==> config.mk <==
export PLATFORM = sky130hd
export DESIGN_NAME = dmem_arbiter
export DESIGN_NICKNAME = d
export VERILOG_FILES = /design/src/rtl/dmem_arbiter.sv
export SDC_FILE = /design/constraint.sdc
export NUM_CORES = 1
export LEC_CHECK = 0
export CORE_MARGIN = 5
export CORE_UTILIZATION = 41
export CTS_CLUSTER_SIZE = 20
export DETAILED_ROUTE_END_ITERATION = 10
export PLACE_DENSITY = 0.81
export SLEW_MARGIN = 20
export SYNTH_ARGS = -nofsm -noshare
export SYNTH_HDL_FRONTEND = slang
export SYNTH_SLANG_ARGS = --single-unit
==> constraint.sdc <==
create_clock -name clock -period 1.9 [get_ports clock]
set_clock_uncertainty 0.1 [all_clocks]
set_input_delay 0.38 -clock clock [delete_from_list [all_inputs] [get_ports clock]]
set_output_delay 0.38 -clock clock [all_outputs]
set_load 0.005 [all_outputs]
==> src/rtl/dmem_arbiter.sv <==
// -----------------------------------------------------------------------------
// dmem_arbiter
//
// Two-port round-robin arbiter and sequencer that sits in front of the
// single-ported data memory. Port 0 is the CPU load/store unit, port 1 is the
// loader/debug master. Each accepted command takes exactly one memory cycle,
// and its result comes back as a registered, one-cycle response pulse that
// carries a misalignment flag.
//
// Ports:
//   clock, reset_n          system clock (rising edge), async active-low reset
//   req0/req1               requester has a command; held until its grant
//   we0/we1                 1 = write, 0 = read
//   addr0/addr1             byte address of the access
//   wdata0/wdata1           write data
//   gnt0/gnt1               command is accepted at the next rising edge
//   rvalid0/rvalid1         one-cycle response pulse
//   rdata0/rdata1           read data, held until the next response
//   err0/err1               misaligned-access flag, held like rdata
//   memwrite/memread        memory strobes (never both high)
//   address/writedata       memory address and write data
//   readdata                memory read data (combinational from address)
// -----------------------------------------------------------------------------
module dmem_arbiter #(
    parameter int ADDR_WIDTH = 32,
    parameter int DATA_WIDTH = 32
) (
    input  logic                  clock,
    input  logic                  reset_n,
    input  logic                  req0,
    input  logic                  we0,
    input  logic [ADDR_WIDTH-1:0] addr0,
    input  logic [DATA_WIDTH-1:0] wdata0,
    input  logic                  req1,
    input  logic                  we1,
    input  logic [ADDR_WIDTH-1:0] addr1,
    input  logic [DATA_WIDTH-1:0] wdata1,
    output logic                  gnt0,
    output logic                  gnt1,
    output logic                  rvalid0,
    output logic                  rvalid1,
    output logic [DATA_WIDTH-1:0] rdata0,
    output logic [DATA_WIDTH-1:0] rdata1,
    output logic                  err0,
    output logic                  err1,
    output logic                  memwrite,
    output logic                  memread,
    output logic [ADDR_WIDTH-1:0] address,
    output logic [DATA_WIDTH-1:0] writedata,
    input  logic [DATA_WIDTH-1:0] readdata
);

    typedef enum logic {
        IDLE   = 1'b0,
        ACCESS = 1'b1
    } state_t;

    state_t                r_state;
    state_t                w_stateNext;

    // Round-robin pointer: the port that wins when both are requesting.
    logic                  r_ptr;

    // Command latched at the grant edge; the requester is free afterwards.
    logic                  r_port;
    logic                  r_we;
    logic [ADDR_WIDTH-1:0] r_addr;
    logic [DATA_WIDTH-1:0] r_wdata;

    logic                  r_rvalid0;
    logic                  r_rvalid1;
    logic [DATA_WIDTH-1:0] r_rdata0;
    logic [DATA_WIDTH-1:0] r_rdata1;
    logic                  r_err0;
    logic                  r_err1;

    logic                  w_gnt0;
    logic                  w_gnt1;
    logic                  w_aligned;
    logic [DATA_WIDTH-1:0] w_readResult;

    assign w_aligned = (r_addr[1:0] == 2'b00);

    // Writes and misaligned accesses return zero rather than whatever the
    // memory happens to present on its read bus.
    assign w_readResult = (!r_we && w_aligned) ? readdata : '0;

    // State register.
    always_ff @(posedge clock or negedge reset_n) begin
        if (!reset_n) begin
            r_state <= IDLE;
        end else begin
            r_state <= w_stateNext;
        end
    end

    // Next-state, grant and strobe logic. Grants only exist in IDLE, and the
    // pointer only matters when both ports are requesting, so a lone
    // requester always wins. reset_n gates the grants so nothing is offered
    // while the block is held in reset.
    always_comb begin
        w_stateNext = r_state;
        w_gnt0      = 1'b0;
        w_gnt1      = 1'b0;
        memwrite    = 1'b0;
        memread     = 1'b0;
        case (r_state)
            IDLE: begin
                if (reset_n) begin
                    w_gnt0 = req0 && (!req1 || (r_ptr == 1'b0));
                    w_gnt1 = req1 && (!req0 || (r_ptr == 1'b1));
                end
                if (w_gnt0 || w_gnt1) begin
                    w_stateNext = ACCESS;
                end
            end
            ACCESS: begin
                memwrite    = r_we && w_aligned;
                memread     = !r_we && w_aligned;
                w_stateNext = IDLE;
            end
            default: begin
                w_stateNext = IDLE;
            end
        endcase
    end

    // Capture the granted command and hand priority to the other port.
    always_ff @(posedge clock or negedge reset_n) begin
        if (!reset_n) begin
            r_ptr   <= 1'b0;
            r_port  <= 1'b0;
            r_we    <= 1'b0;
            r_addr  <= '0;
            r_wdata <= '0;
        end else if (w_gnt0) begin
            r_ptr   <= 1'b1;
            r_port  <= 1'b0;
            r_we    <= we0;
            r_addr  <= addr0;
            r_wdata <= wdata0;
        end else if (w_gnt1) begin
            r_ptr   <= 1'b0;
            r_port  <= 1'b1;
            r_we    <= we1;
            r_addr  <= addr1;
            r_wdata <= wdata1;
        end
    end

    // Response registers. rvalid pulses for the cycle after ACCESS; data and
    // error flag are only updated for the port that owned the access so the
    // other port's last response stays visible.
    always_ff @(posedge clock or negedge reset_n) begin
        if (!reset_n) begin
            r_rvalid0 <= 1'b0;
            r_rvalid1 <= 1'b0;
            r_rdata0  <= '0;
            r_rdata1  <= '0;
            r_err0    <= 1'b0;
            r_err1    <= 1'b0;
        end else begin
            r_rvalid0 <= (r_state == ACCESS) && (r_port == 1'b0);
            r_rvalid1 <= (r_state == ACCESS) && (r_port == 1'b1);
            if (r_state == ACCESS) begin
                if (r_port == 1'b0) begin
                    r_rdata0 <= w_readResult;
                    r_err0   <= !w_aligned;
                end else begin
                    r_rdata1 <= w_readResult;
                    r_err1   <= !w_aligned;
                end
            end
        end
    end

    assign gnt0      = w_gnt0;
    assign gnt1      = w_gnt1;
    assign rvalid0   = r_rvalid0;
    assign rvalid1   = r_rvalid1;
    assign rdata0    = r_rdata0;
    assign rdata1    = r_rdata1;
    assign err0      = r_err0;
    assign err1      = r_err1;
    assign address   = r_addr;
    assign writedata = r_wdata;

endmodule

## Word level (Yosys, flattened, before mapping)

Index checks and enable logic that the tools add are counted.

| operators by class | value |
|---|---|
| multiplexer cells | 21 |
| bitwise operators | 3 |
| reductions and logical operators | 17 |

Operator list:

| cell | count |
|---|---|
| $mux W32 | 5 |
| $mux W1 | 15 |
| $logic_and A1 B1 Y1 | 6 |
| $logic_not A1 Y1 | 4 |
| $reduce_and A2 Y1 | 2 |
| $logic_or A1 B1 Y1 | 3 |
| $not A1 Y1 | 3 |
| $logic_not A2 Y1 | 1 |
| $pmux W1 S2 | 1 |
| $reduce_bool A2 Y1 | 1 |

| word-level totals | value |
|---|---|
| flip-flop bits (word level) | 136 |
| input bits | 166 |
| output and inout port bits | 136 |

## Logic depth before layout (Yosys ltp)

| depth | value |
|---|---|
| depth in word-level cells | 8 |
| depth in mapped cells | 5 |
| gate-level depth less buffers | 3 |

## Worst setup path after synthesis

OpenSTA, ideal clock, no wires.

| path | value |
|---|---|
| path kind | register to register |
| start point | register r_state |
| end point | register r_addr[25], in the netlist address[25] |
| setup time | 0.126 ns |
| arrival | 1.357 ns |
| required time | 1.674 ns |
| slack | 0.316 ns |
| cell stages (with the launch flop) | 6 |
| cells stage by stage | dfrtp_1 -> and3b_1 -> nand2_2 -> buf_6 -> buf_2 -> a311o_1 |

| between the ends | value |
|---|---|
| longest elaborated chain between the ends | 2 |

RTL lines:

| item | line | text |
|---|---|---|
| start: declaration | 58 | `state_t r_state;` |
| start signal: assignment | 93 | `r_state <= w_stateNext;` |
| $mux W1 | 107 | `case (r_state)` |
| $mux W32 or $reduce_bool A2 Y1 (tied branches) | - |  |
| end signal: assignment | 140 | `r_addr <= addr0;` |
| end signal: assignment | 146 | `r_addr <= addr1;` |
| end: declaration | 67 | `logic [ADDR_WIDTH-1:0] r_addr;` |

Parallel ways exist; a longest one is shown, timed or not.
A chain may end at the register's enable or synchronous reset.

## Final worst setup path

| path | value |
|---|---|
| start point | register r_state |
| end point | output port gnt1 |

| between the ends | value |
|---|---|
| longest elaborated chain between the ends | 1 |

RTL lines:

| item | line | text |
|---|---|---|
| $mux W1 | 107 |  |
| end: declaration | 39 | `output logic gnt1,` |

No other way between the ends.

==> qor.csv <==
stage;metric;value;unit
grt;antenna_found_initial;0;
setup_path;cp_data_arrival_time;1.37;ns
logic_synthesis;yosysWarningCount;0;
place;dp_hpwl;14800;um
logic_synthesis;synth_cell_types;22;
sta;period_needed;1.854;ns
setup_path;slowest_delay;0.40;ns
setup_path;startpoint;r_state$_DFF_PN0_;
clocking;clk_latency;0.40;ns
setup_path;slowest_stage;dfrtp_2;
floorplan;rows;44;
setup_path;critical_path.top_delay_family;flip-flops;
logic_synthesis;netlist_area;6050;um2
sta;slew_viol_final;0;
logic_synthesis;syn_inst;575;
sta;worst_pin_slew;0.7827;ns
setup_path;rr_startpoint;r_state$_DFF_PN0_;
power_and_ir_drop;leakagePower;4.355;nW
floorplan;io_pins;302;
setup_path;critPathKind;reg2out;
final_layout;layout-drive-gt1-share;0.09070;
clocking;htree_levels;4;
final_layout;n_antenna_cell;0;
clocking;numClockSinks;136;
clocking;clkTransAtPathRegs;0.06;ns
hold_path;hold_path_class;in2async;
clocking;clockRootBuffer;clkbuf_16;
sta;slew_headroom;0.4782;
final_layout;finalNonFillerCells;1066;
floorplan;die_h;131.5;um
grt;grt_usage;0.2318;
floorplan;die_area;17280;um2
setup_path;crit_fanout;2;
power_and_ir_drop;powerDensity;1053;nW/um2
setup_path;cp-start-kind;flop;
routing;wire_per_inst;19.15;um
final_layout;multi_input_area;2406;um2
sta;period_share;0.9758;
routing;dr.pass1.iters;4;
final_layout;sequential_cell_area;3405;um2
logic_synthesis;syn_avg_cell_area;10.52;um2
grt;grt_overflow;0;
run;maxCapViolations;0;
routing;wl;20410;um
run_status;outcome;complete, no violations;
logic_synthesis;ys_seq_area_frac;0.5626;
final_layout;layout_common_cells;294 x clkdlybuf4s50_1, 135 x dfrtp_1, 98 x nand2_1;
setup_path;path_cells;buf_6 > nand2b_4 > nor3b_4 > buf_2;
sta;setup_viol_count_final;0;
clocking;cts_tree;done;
sta;worst_slack;0.04599;ns
setup_path;required;1.42;ns
floorplan;die_x;131.5;um
final_layout;final_area;10020;um2
routing;dr_total_vias;5786;
clocking;cts.path.max_buffers;2;
logic_synthesis;ys_ff_latch;136;
grt;grt_max_degree;88;
final_layout;fin_nets;1035;
place;dp.cells;1029;
sta;timing.fmax;539.4;MHz
floorplan;core_area;14480;um2
grt;first_global_vias;6198;
routing;via_per_inst;5.428;
power_and_ir_drop;power;10.55;mW
setup_path;critPathBufInv;2;
final_layout;fillers;1039;
sta;grt_setup_unrepaired;true;
final_layout;mostFrequentLayoutCell;clkdlybuf4s50_1;
setup_path;endpoint_kind;output port;
sta;hold_violations;0;
place;dpl_worst_slack;-0.3434;ns
routing;ant_nets;0;
routing;drt-initial-drc-count;330;
final_layout;syn_to_final_growth;65.56;%
clocking;cts-buffers-inserted;17;
place;dpl_cell_area;9325;um2
power_and_ir_drop;ir_worst_vdd;0.6282;mV
floorplan;initial_utilization;0.4178;
place;gp_congestion;0.9253;
routing;drc;0;
grt;grt_pass1_wl;32710;um
place;port_buffers;301;
final_layout;final_core_util;0.6918;
logic_synthesis;syn_nets;741;
-- where the power goes --
part	switching, mW	internal (mW)	leakage [nW]
Combinational	1.23	1.99	2.33
Clock	1.20	2.20	0.296
Sequential	0.380	3.54	1.73
-- stage by stage --
stage,TNS (ns),hold slack [ns]
3_5_place_dp,-14.04,0.2420
5_1_grt,-0.07791,0.1211
4_1_cts,-0.06152,0.2227
2_1_floorplan,0,-0.01559
6_report,0,0.05322
3_3_place_gp,-12.33,0.2339
-- sequential cells by signal, indices dropped and copies added (netlist names) --
signal	cells
rdata0	32
err1	1
writedata	32
r_port	1
rvalid1	1
err0	1
r_we	1
r_ptr	1
address	32
rvalid0	1
rdata1	32
r_state	1
-- per-layer routing --
layer | part of all wire | vias to the layer above | track usage
met4 | 0.023 | 0 | 0.08457
met3 | 0.096 | 37 | 0.08869
met5 | 0 | - | 0
li1 | - | 2689 | -
met2 | 0.50 | 242 | 0.3970
met1 | 0.38 | 2818 | 0.2640
-- cells in the mapped netlist --
cell type | instances | area (um2)
dfrtp_1 | 136 | 3403
nand2_1 | 100 | 375.4
and3_1 | 66 | 412.9
o21a_1 | 66 | 495.5
a311o_1 | 65 | 650.6
o21ai_0 | 56 | 280.3
clkbuf_1 | 38 | 142.6
buf_2 | 13 | 65.06
o21ai_1 | 10 | 50.05
buf_6 | 6 | 67.56
inv_1 | 4 | 15.01
nor2_1 | 4 | 15.01
buf_1 | 2 | 7.510
a41oi_1 | 1 | 8.760
and3b_1 | 1 | 8.760
nand2_2 | 1 | 6.260
nand2b_1 | 1 | 6.260
nand2b_4 | 1 | 13.76
nor2b_1 | 1 | 6.260
nor3_1 | 1 | 5.000
nor3b_1 | 1 | 7.510
nor4_1 | 1 | 6.260
-- kinds of logic after synthesis --
family                 synth area share
AOI/OAI and AO/OA                0.2455
and+or+nand+nor                  0.1427
DFF                              0.5626
buffers and inverters           0.04922
-- cell type report --
type,count,area share
inverter,4,0.001499
clock inverter,11,0.01724
tap,184,0.02299
sequential,136,0.3399
clock buffer,21,0.04397
multi-input combinational,376,0.2402
timing repair buffer,334,0.3342
-- final timing paths --
path / cells past startpoint / end / slack [ns]
hold reg to reg: 2 / rdata1[0]$_DFFE_PN0P_ / 0.38
setup reg to reg: 6 / writedata[14]$_DFFE_PN0P_ / 0.07
hold / removal: 2 / rdata0[4]$_DFFE_PN0P_ / 0.05
min in group clock: 2 / rdata1[0]$_DFFE_PN0P_ / 0.38
setup / recovery: 4 / gnt1 / 0.05
max in group asynchronous: 3 / r_state$_DFF_PN0_ / 0.70
-- repair_timing --
item | 4_1_cts | 5_1_grt
setup endpoints to repair | 8 | 60
endpoints found under the hold margin | 37 | 0
gates resized for setup | 23 | 11
buffers inserted | 4 | 0
hold buffers | 1 | 0
Power figures use the tool's default switching activity.
